--- config.mk ---
export PLATFORM = sky130hd
export DESIGN_NAME = reg_select_scoreboard_flat
export DESIGN_NICKNAME = d
export VERILOG_FILES = /design/src/rtl/reg_select_scoreboard_if.sv /design/src/rtl/reg_select_scoreboard.sv /design/src/flat_wrapper.sv
export SDC_FILE = /design/constraint.sdc
export NUM_CORES = 1
export LEC_CHECK = 0
export ABC_AREA = 1
export BUFFER_PORTS_ARGS = -buffer_cell sky130_fd_sc_hd__buf_2
export CAP_MARGIN = 0
export CELL_PAD_IN_SITES_DETAIL_PLACEMENT = 0
export CELL_PAD_IN_SITES_GLOBAL_PLACEMENT = 1
export CORE_ASPECT_RATIO = 1.5
export CORE_MARGIN = 2
export CORE_UTILIZATION = 34
export DETAILED_ROUTE_END_ITERATION = 10
export GPL_ROUTABILITY_DRIVEN = 0
export PLACE_DENSITY_LB_ADDON = 0.3
export SLEW_MARGIN = 10
export SYNTH_ARGS = -nofsm -noshare
export SYNTH_HDL_FRONTEND = slang
export SYNTH_SLANG_ARGS = --single-unit
--- constraint.sdc ---
create_clock -name clock -period 2.25 [get_ports clock]
set_input_delay 0.1125 -clock clock [delete_from_list [all_inputs] [get_ports clock]]
set_output_delay 0.1125 -clock clock [all_outputs]
set_load 0.01 [all_outputs]
--- src/rtl/reg_select_scoreboard_if.sv ---
// Bundle between the control sequencer (master) and the register select/scoreboard unit (slave).
interface reg_select_scoreboard_if #(
   parameter int unsigned NUM_REGS = 16,
   parameter int unsigned REG_W    = 4,
   parameter int unsigned IR_W     = 32
);
   logic                ir_load;
   logic [IR_W-1:0]     ir_in;
   logic                gra;
   logic                grb;
   logic                grc;
   logic                r_in_req;
   logic                r_out_req;
   logic                ba_out;
   logic                issue;
   logic                wb_valid;
   logic [REG_W-1:0]    wb_reg;
   logic [NUM_REGS-1:0] r_in;
   logic [NUM_REGS-1:0] r_out;
   logic [REG_W-1:0]    sel_reg;
   logic [NUM_REGS-1:0] busy;
   logic                stall;
   logic                ba_zero;

   modport master (
      output ir_load, ir_in, gra, grb, grc, r_in_req, r_out_req, ba_out, issue, wb_valid, wb_reg,
      input  r_in, r_out, sel_reg, busy, stall, ba_zero
   );

   modport slave (
      input  ir_load, ir_in, gra, grb, grc, r_in_req, r_out_req, ba_out, issue, wb_valid, wb_reg,
      output r_in, r_out, sel_reg, busy, stall, ba_zero
   );
endinterface

--- src/rtl/reg_select_scoreboard.sv ---
// Register select/encode unit with a latched IR and a pending-write scoreboard.
// Optional feature REG_SEL_BA_ZERO_EN: base-address read of R0 yields constant-zero flag.
module reg_select_scoreboard #(
   parameter int unsigned NUM_REGS = 16,
   parameter int unsigned REG_W    = 4,
   parameter int unsigned IR_W     = 32,
   parameter int unsigned OPC_LSB  = 27,
   parameter int unsigned OPC_W    = 5,
   parameter int unsigned RA_LSB   = 23,
   parameter int unsigned RB_LSB   = 19,
   parameter int unsigned RC_LSB   = 15,
   parameter int unsigned JAL_OPC  = 20,
   parameter int unsigned LINK_REG = 8
) (
   input  logic                   clock,
   input  logic                   reset,
   reg_select_scoreboard_if.slave bus
);

   logic [IR_W-1:0]     ir_q, ir_d;
   logic [NUM_REGS-1:0] r_in_q, r_in_d;
   logic [NUM_REGS-1:0] r_out_q, r_out_d;
   logic [NUM_REGS-1:0] busy_q, busy_d;

   logic [OPC_W-1:0]    opc;
   logic [REG_W-1:0]    ra, rb, rc, sel_reg, dest;
   logic [NUM_REGS-1:0] sel_oh;
   logic                is_jal, sel_any, sel_valid, rd, stall;
   logic                unused_ir;

   assign opc       = ir_q[OPC_LSB +: OPC_W];
   assign ra        = ir_q[RA_LSB +: REG_W];
   assign rb        = ir_q[RB_LSB +: REG_W];
   assign rc        = ir_q[RC_LSB +: REG_W];
   assign unused_ir = ^ir_q;
   assign is_jal    = (32'(opc) == JAL_OPC);
   assign dest      = is_jal ? REG_W'(LINK_REG) : ra;

   always_comb begin
      sel_reg = '0;
      if (bus.gra)      sel_reg = ra;
      else if (bus.grb) sel_reg = is_jal ? REG_W'(LINK_REG) : rb;
      else if (bus.grc) sel_reg = rc;
   end

   always_comb begin
      sel_oh = '0;
      for (int unsigned i = 0; i < NUM_REGS; i++) begin
         sel_oh[i] = (32'(sel_reg) == i);
      end
   end

   assign sel_any   = bus.gra | bus.grb | bus.grc;
   assign sel_valid = sel_any && (32'(sel_reg) < NUM_REGS);

`ifdef REG_SEL_BA_ZERO_EN
   logic ba_r0;
   logic ba_zero_q, ba_zero_d;

   // R0 base reads are satisfied by the zero flag, so they neither strobe nor busy-check R0.
   assign ba_r0     = bus.ba_out && sel_any && (sel_reg == '0);
   assign rd        = bus.r_out_req | (bus.ba_out & ~ba_r0);
   assign ba_zero_d = ba_r0;

   always_ff @(posedge clock) begin
      if (reset) ba_zero_q <= 1'b0;
      else       ba_zero_q <= ba_zero_d;
   end

   assign bus.ba_zero = ba_zero_q;
`else
   assign rd          = bus.r_out_req | bus.ba_out;
   assign bus.ba_zero = 1'b0;
`endif

   assign stall = rd && sel_valid && (|(busy_q & sel_oh));

   always_comb begin
      ir_d    = bus.ir_load ? bus.ir_in : ir_q;
      r_in_d  = (bus.r_in_req && sel_valid) ? sel_oh : '0;
      r_out_d = (rd && sel_valid && !stall) ? sel_oh : '0;
   end

   // Issue uses the pre-load IR, and a set beats a retire on the same register.
   always_comb begin
      busy_d = busy_q;
      for (int unsigned i = 0; i < NUM_REGS; i++) begin
         if (bus.issue && (32'(dest) == i))          busy_d[i] = 1'b1;
         else if (bus.wb_valid && (32'(bus.wb_reg) == i)) busy_d[i] = 1'b0;
      end
   end

   always_ff @(posedge clock) begin
      if (reset) begin
         ir_q    <= '0;
         r_in_q  <= '0;
         r_out_q <= '0;
         busy_q  <= '0;
      end else begin
         ir_q    <= ir_d;
         r_in_q  <= r_in_d;
         r_out_q <= r_out_d;
         busy_q  <= busy_d;
      end
   end

   assign bus.r_in    = r_in_q;
   assign bus.r_out   = r_out_q;
   assign bus.busy    = busy_q;
   assign bus.sel_reg = sel_reg;
   assign bus.stall   = stall;

endmodule

--- src/flat_wrapper.sv ---
// flat-port wrapper written by rule: the top's interface ports become plain ports
module reg_select_scoreboard_flat 
#(
   parameter int unsigned NUM_REGS = 16,
   parameter int unsigned REG_W    = 4,
   parameter int unsigned IR_W     = 32,
   parameter int unsigned OPC_LSB  = 27,
   parameter int unsigned OPC_W    = 5,
   parameter int unsigned RA_LSB   = 23,
   parameter int unsigned RB_LSB   = 19,
   parameter int unsigned RC_LSB   = 15,
   parameter int unsigned JAL_OPC  = 20,
   parameter int unsigned LINK_REG = 8
)
  (clock, reset, bus_ir_load, bus_ir_in, bus_gra, bus_grb, bus_grc, bus_r_in_req, bus_r_out_req, bus_ba_out, bus_issue, bus_wb_valid, bus_wb_reg, bus_r_in, bus_r_out, bus_sel_reg, bus_busy, bus_stall, bus_ba_zero);
  reg_select_scoreboard_if #(.NUM_REGS(NUM_REGS), .REG_W(REG_W), .IR_W(IR_W)) bus_i ();
  input  logic clock;
  input  logic reset;
  input wire logic [$bits(bus_i.ir_load)-1:0] bus_ir_load;
  input wire logic [$bits(bus_i.ir_in)-1:0] bus_ir_in;
  input wire logic [$bits(bus_i.gra)-1:0] bus_gra;
  input wire logic [$bits(bus_i.grb)-1:0] bus_grb;
  input wire logic [$bits(bus_i.grc)-1:0] bus_grc;
  input wire logic [$bits(bus_i.r_in_req)-1:0] bus_r_in_req;
  input wire logic [$bits(bus_i.r_out_req)-1:0] bus_r_out_req;
  input wire logic [$bits(bus_i.ba_out)-1:0] bus_ba_out;
  input wire logic [$bits(bus_i.issue)-1:0] bus_issue;
  input wire logic [$bits(bus_i.wb_valid)-1:0] bus_wb_valid;
  input wire logic [$bits(bus_i.wb_reg)-1:0] bus_wb_reg;
  output wire logic [$bits(bus_i.r_in)-1:0] bus_r_in;
  output wire logic [$bits(bus_i.r_out)-1:0] bus_r_out;
  output wire logic [$bits(bus_i.sel_reg)-1:0] bus_sel_reg;
  output wire logic [$bits(bus_i.busy)-1:0] bus_busy;
  output wire logic [$bits(bus_i.stall)-1:0] bus_stall;
  output wire logic [$bits(bus_i.ba_zero)-1:0] bus_ba_zero;
  assign bus_i.ir_load = bus_ir_load;
  assign bus_i.ir_in = bus_ir_in;
  assign bus_i.gra = bus_gra;
  assign bus_i.grb = bus_grb;
  assign bus_i.grc = bus_grc;
  assign bus_i.r_in_req = bus_r_in_req;
  assign bus_i.r_out_req = bus_r_out_req;
  assign bus_i.ba_out = bus_ba_out;
  assign bus_i.issue = bus_issue;
  assign bus_i.wb_valid = bus_wb_valid;
  assign bus_i.wb_reg = bus_wb_reg;
  assign bus_r_in = bus_i.r_in;
  assign bus_r_out = bus_i.r_out;
  assign bus_sel_reg = bus_i.sel_reg;
  assign bus_busy = bus_i.busy;
  assign bus_stall = bus_i.stall;
  assign bus_ba_zero = bus_i.ba_zero;
  reg_select_scoreboard #(.NUM_REGS(NUM_REGS), .REG_W(REG_W), .IR_W(IR_W), .OPC_LSB(OPC_LSB), .OPC_W(OPC_W), .RA_LSB(RA_LSB), .RB_LSB(RB_LSB), .RC_LSB(RC_LSB), .JAL_OPC(JAL_OPC), .LINK_REG(LINK_REG)) u_core (.clock(clock), .reset(reset), .bus(bus_i));
endmodule
==> results.toml <==
[logic_synthesis]
ys_warn_count = 0
synth_area_um2 = 2745
synth_top_area_cell = "dfxtp_1"
synth_area_per_cell_um2 = 7.542
synth_area_leaders = "dfxtp_1 47%, nor2_1 11%, nand2_1 9.2%"
synth_top_cell_area_share_pct = 47.40
synth_cell_types = 26
ys_ff_latch = 65
seq_area_frac_synth_pct = 47.40
syn-num-nets = 411
syn_inst = 364

[drt]
vias = 2587
ant_nets = 0
wl_per_cell_um = 12.60
drc_errors = 0
drt_pass1_iterations = 4
vias_per_cell = 4.539
routed_wl_mm = 7.180
drt-initial-drc-count = 105

[pwr]
p_clk_share_pct = 48.1
swShare_pct = 24.35
power.switching_w = 0.0007315
power_frac_seq_pct = 40.4
p_int_w = 0.002272
combPwrFrac_pct = 11.6
vdd_drop_max_mv = 0.4300
p_leak_nw = 1.749
finalPower_w = 0.003004
power_density_nw_per_um2 = 798.1

[cells_and_area]
instances_no_fill = 570
fin_nets = 508
synthToLayoutAreaGrowth_pct = 37.10
insertedDiodeCount = 0
nFillCells = 876
utilization_pct = 47.59
stdcell_area_um2 = 3764
drive_above_1_share_pct = 35.27

[sta]
slew_violations = 0
period_needed_ps = 2149
tns_ps = 0
slew_headroom_pct = 57.08
max_freq_ghz = 0.4653
fin_skew_ps = 5.499
worst_slew_pin_slew_ps = 643.0
final_hold_viol_count = 0
period_share_pct = 95.53
finalSetupViolCount = 0

[die]
die_y_um = 114.1
coreArea_um2 = 7908
num_io_pins = 101
start_util_pct = 34.72
die_w_um = 77.37
dieArea_um2 = 8823
row_count = 40

[worst_setup_path]
critPathLaunchType = "register"
crit_family = "simple AND/OR/NAND/NOR gates"
cpMostUsedCell = "nand2_2"
endpoint_kind = "output port"
worst_path_max_delay_cell = "dfxtp_1"
crit_required_ps = 2140
crit_fanout = 7
cp_slowest_stage_delay_ps = 310
path_buf_inv = 1
critical_path_class = "reg2out"
worstPathArrival_ps = 2040
path_cells = "nor2_2 > nand3_4 > nand2_2 > nand2_2 > nand2_4 > nor2_4 > nand3_1 > nand2_1 > nor2_2 > nand2_2 > nor2_4 > nor2_1 > buf_2"

[placement]
dpl.cell_count = 544
dp_hpwl_mm = 5.477
placed_cell_area_um2 = 3251
portBuffers = 84

[cts]
clk_pin_slew_worst_paths_ps = 50
clock_latency_ps = 330
clkSinkCount = 65
numCtsBuffers = 9
cts_tree = "built"
cts_max_level = 3
clockBufferDepth = 2
cts-root-buf = "clkbuf_16"

[grt]
grt_pass1_vias = 2475
gr-usage-all-layers_pct = 17.03
grt_max_degree = 26
antenna_found_initial = 0
overflow = 0
grt_pass1_wl_mm = 11.36

[min_path]
hold_path.class = "in2reg"

[outcome]
outcome = "finished, final reports clean"

[run]
drv_cap = 0
## worst reg2reg max path: stages, from the launching register on
cell     delay (ps)
dfxtp_1         310
nor2_2          160
nand3_4         150
nand2_2         100
nand2_2          80
nand2_4         170
nand2_4          70
nor2_2          120
nand2_1          50
nand2_1          70
nor2_1           50
nand2_2          80
nor2_4           50
buf_4           130
nand2_4         280
nor2_1           70
## flip-flops by register name, indices dropped and copies added, names as in the netlist
| register | count |
|---|---|
| u_core.ir_q | 17 |
| u_core.bus.busy | 16 |
| u_core.bus.r_in | 16 |
| u_core.bus.r_out | 16 |
## through the flow
step | worst slack, ps | hold slack [ps]
2_1_floorplan | 522.9 | 247.4
3_3_place_gp | 241.1 | 333.5
3_5_place_dp | 236.5 | 340.2
4_1_cts | 39.90 | 3.529
5_1_grt | -39.80 | 11.34
6_report | 100.6 | 13.11
## cells by family after synthesis
| group | after synthesis | synth area share [%] |
|---|---|---|
| other | 1 | 0.1366 |
| buffers and inverters | 44 | 6.791 |
| DFF | 65 | 47.40 |
| and+or+nand+nor | 207 | 36.19 |
| AOI/OAI and AO/OA | 47 | 9.481 |
## cells in the mapped netlist
cell,n
nor2_1,77
nand2_1,67
dfxtp_1,65
inv_1,26
a21oi_1,21
nand3_1,21
o21ai_0,18
nor2_4,14
clkbuf_1,9
nor2_2,8
nand2_2,7
inv_2,5
nand4_1,5
a22oi_1,3
a32oi_1,3
nand2_4,3
nor3_1,3
a21oi_2,1
buf_12,1
buf_4,1
clkinv_1,1
clkinv_2,1
conb_1,1
nand3_2,1
o31ai_1,1
or2_2,1
## repair_timing
item | CTS | global route
hold buffers | 5 | 0
gates resized for setup | 0 | 30
endpoints found under the setup margin | 0 | 3
hold endpoints to repair | 5 | 0
buffers inserted | 0 | 6
## cell type report
| class | instances | area (um^2) | area share (%) |
|---|---|---|---|
| timing repair buffer | 97 | 530.5 | 14.10 |
| inverter | 33 | 126.4 | 3.358 |
| sequential | 65 | 1304 | 34.64 |
| tap | 105 | 131.4 | 3.491 |
| clock buffer | 10 | 229.0 | 6.084 |
| clock inverter | 5 | 81.33 | 2.161 |
| multi-input combinational | 255 | 1361 | 36.17 |
## power groups by stage
stage / Sequential [W] / Clock [W] / Combinational [W]
after global placement: 0.00123 / 0 / 0.000304
after global routing: 0.00122 / 0.00155 / 0.000388
after floorplan: 0.00124 / 0 / 0.000203
after detailed placement: 0.00123 / 0 / 0.000306
after CTS: 0.00121 / 0.00148 / 0.000314
final: 0.00121 / 0.00144 / 0.000347
## final timing paths
kind,depth (start not counted),start,slack (ps),endpoint
max reg2reg,15,u_core.ir_q[28],170,u_core.bus.r_out[0]
max,13,u_core.ir_q[28],100,bus_stall
min,3,bus_ir_in[15],10,u_core.ir_q[15]
min reg2reg,2,u_core.ir_q[21],450,u_core.ir_q[21]
## routing by layer
layer | routed length, um | vias up | global-route usage (%) | share of wire, %
met5 | 0 | - | 0 | 0
met4 | 202 | 0 | 9.405 | 2.8
met3 | 370 | 14 | 5.126 | 5.2
met2 | 3798 | 63 | 30.90 | 53
met1 | 2809 | 1165 | 17.27 | 39
li1 | - | 1345 | - | -
## placed cells by master, fill, tap and decap left out
master	netlist	routed
nor2_2	8	9
bufinv_16	0	2
o31ai_1	1	1
buf_2	0	84
o21ai_0	18	18
or2_2	1	1
nor3_1	3	3
inv_1	26	26
nand2_2	7	10
a21oi_1	21	20
nand2_1	67	60
a22oi_1	3	3
clkinv_1	1	1
inv_2	5	5
clkinv_2	1	1
conb_1	1	1
clkinvlp_4	0	1
a21oi_2	1	1
buf_4	1	8
nand2_4	3	7
a21oi_4	0	1
dfxtp_1	65	63
a32oi_1	3	3
dfxtp_2	0	2
clkinv_4	0	1
nand3_4	0	1
clkbuf_16	0	9
nor2_4	14	20
nand3_1	21	21
inv_4	0	1
clkbuf_1	9	1
nand4_1	5	5
dlygate4sd3_1	0	5
nor2_1	77	70
Note: power is estimated with default switching activity, not from simulation.
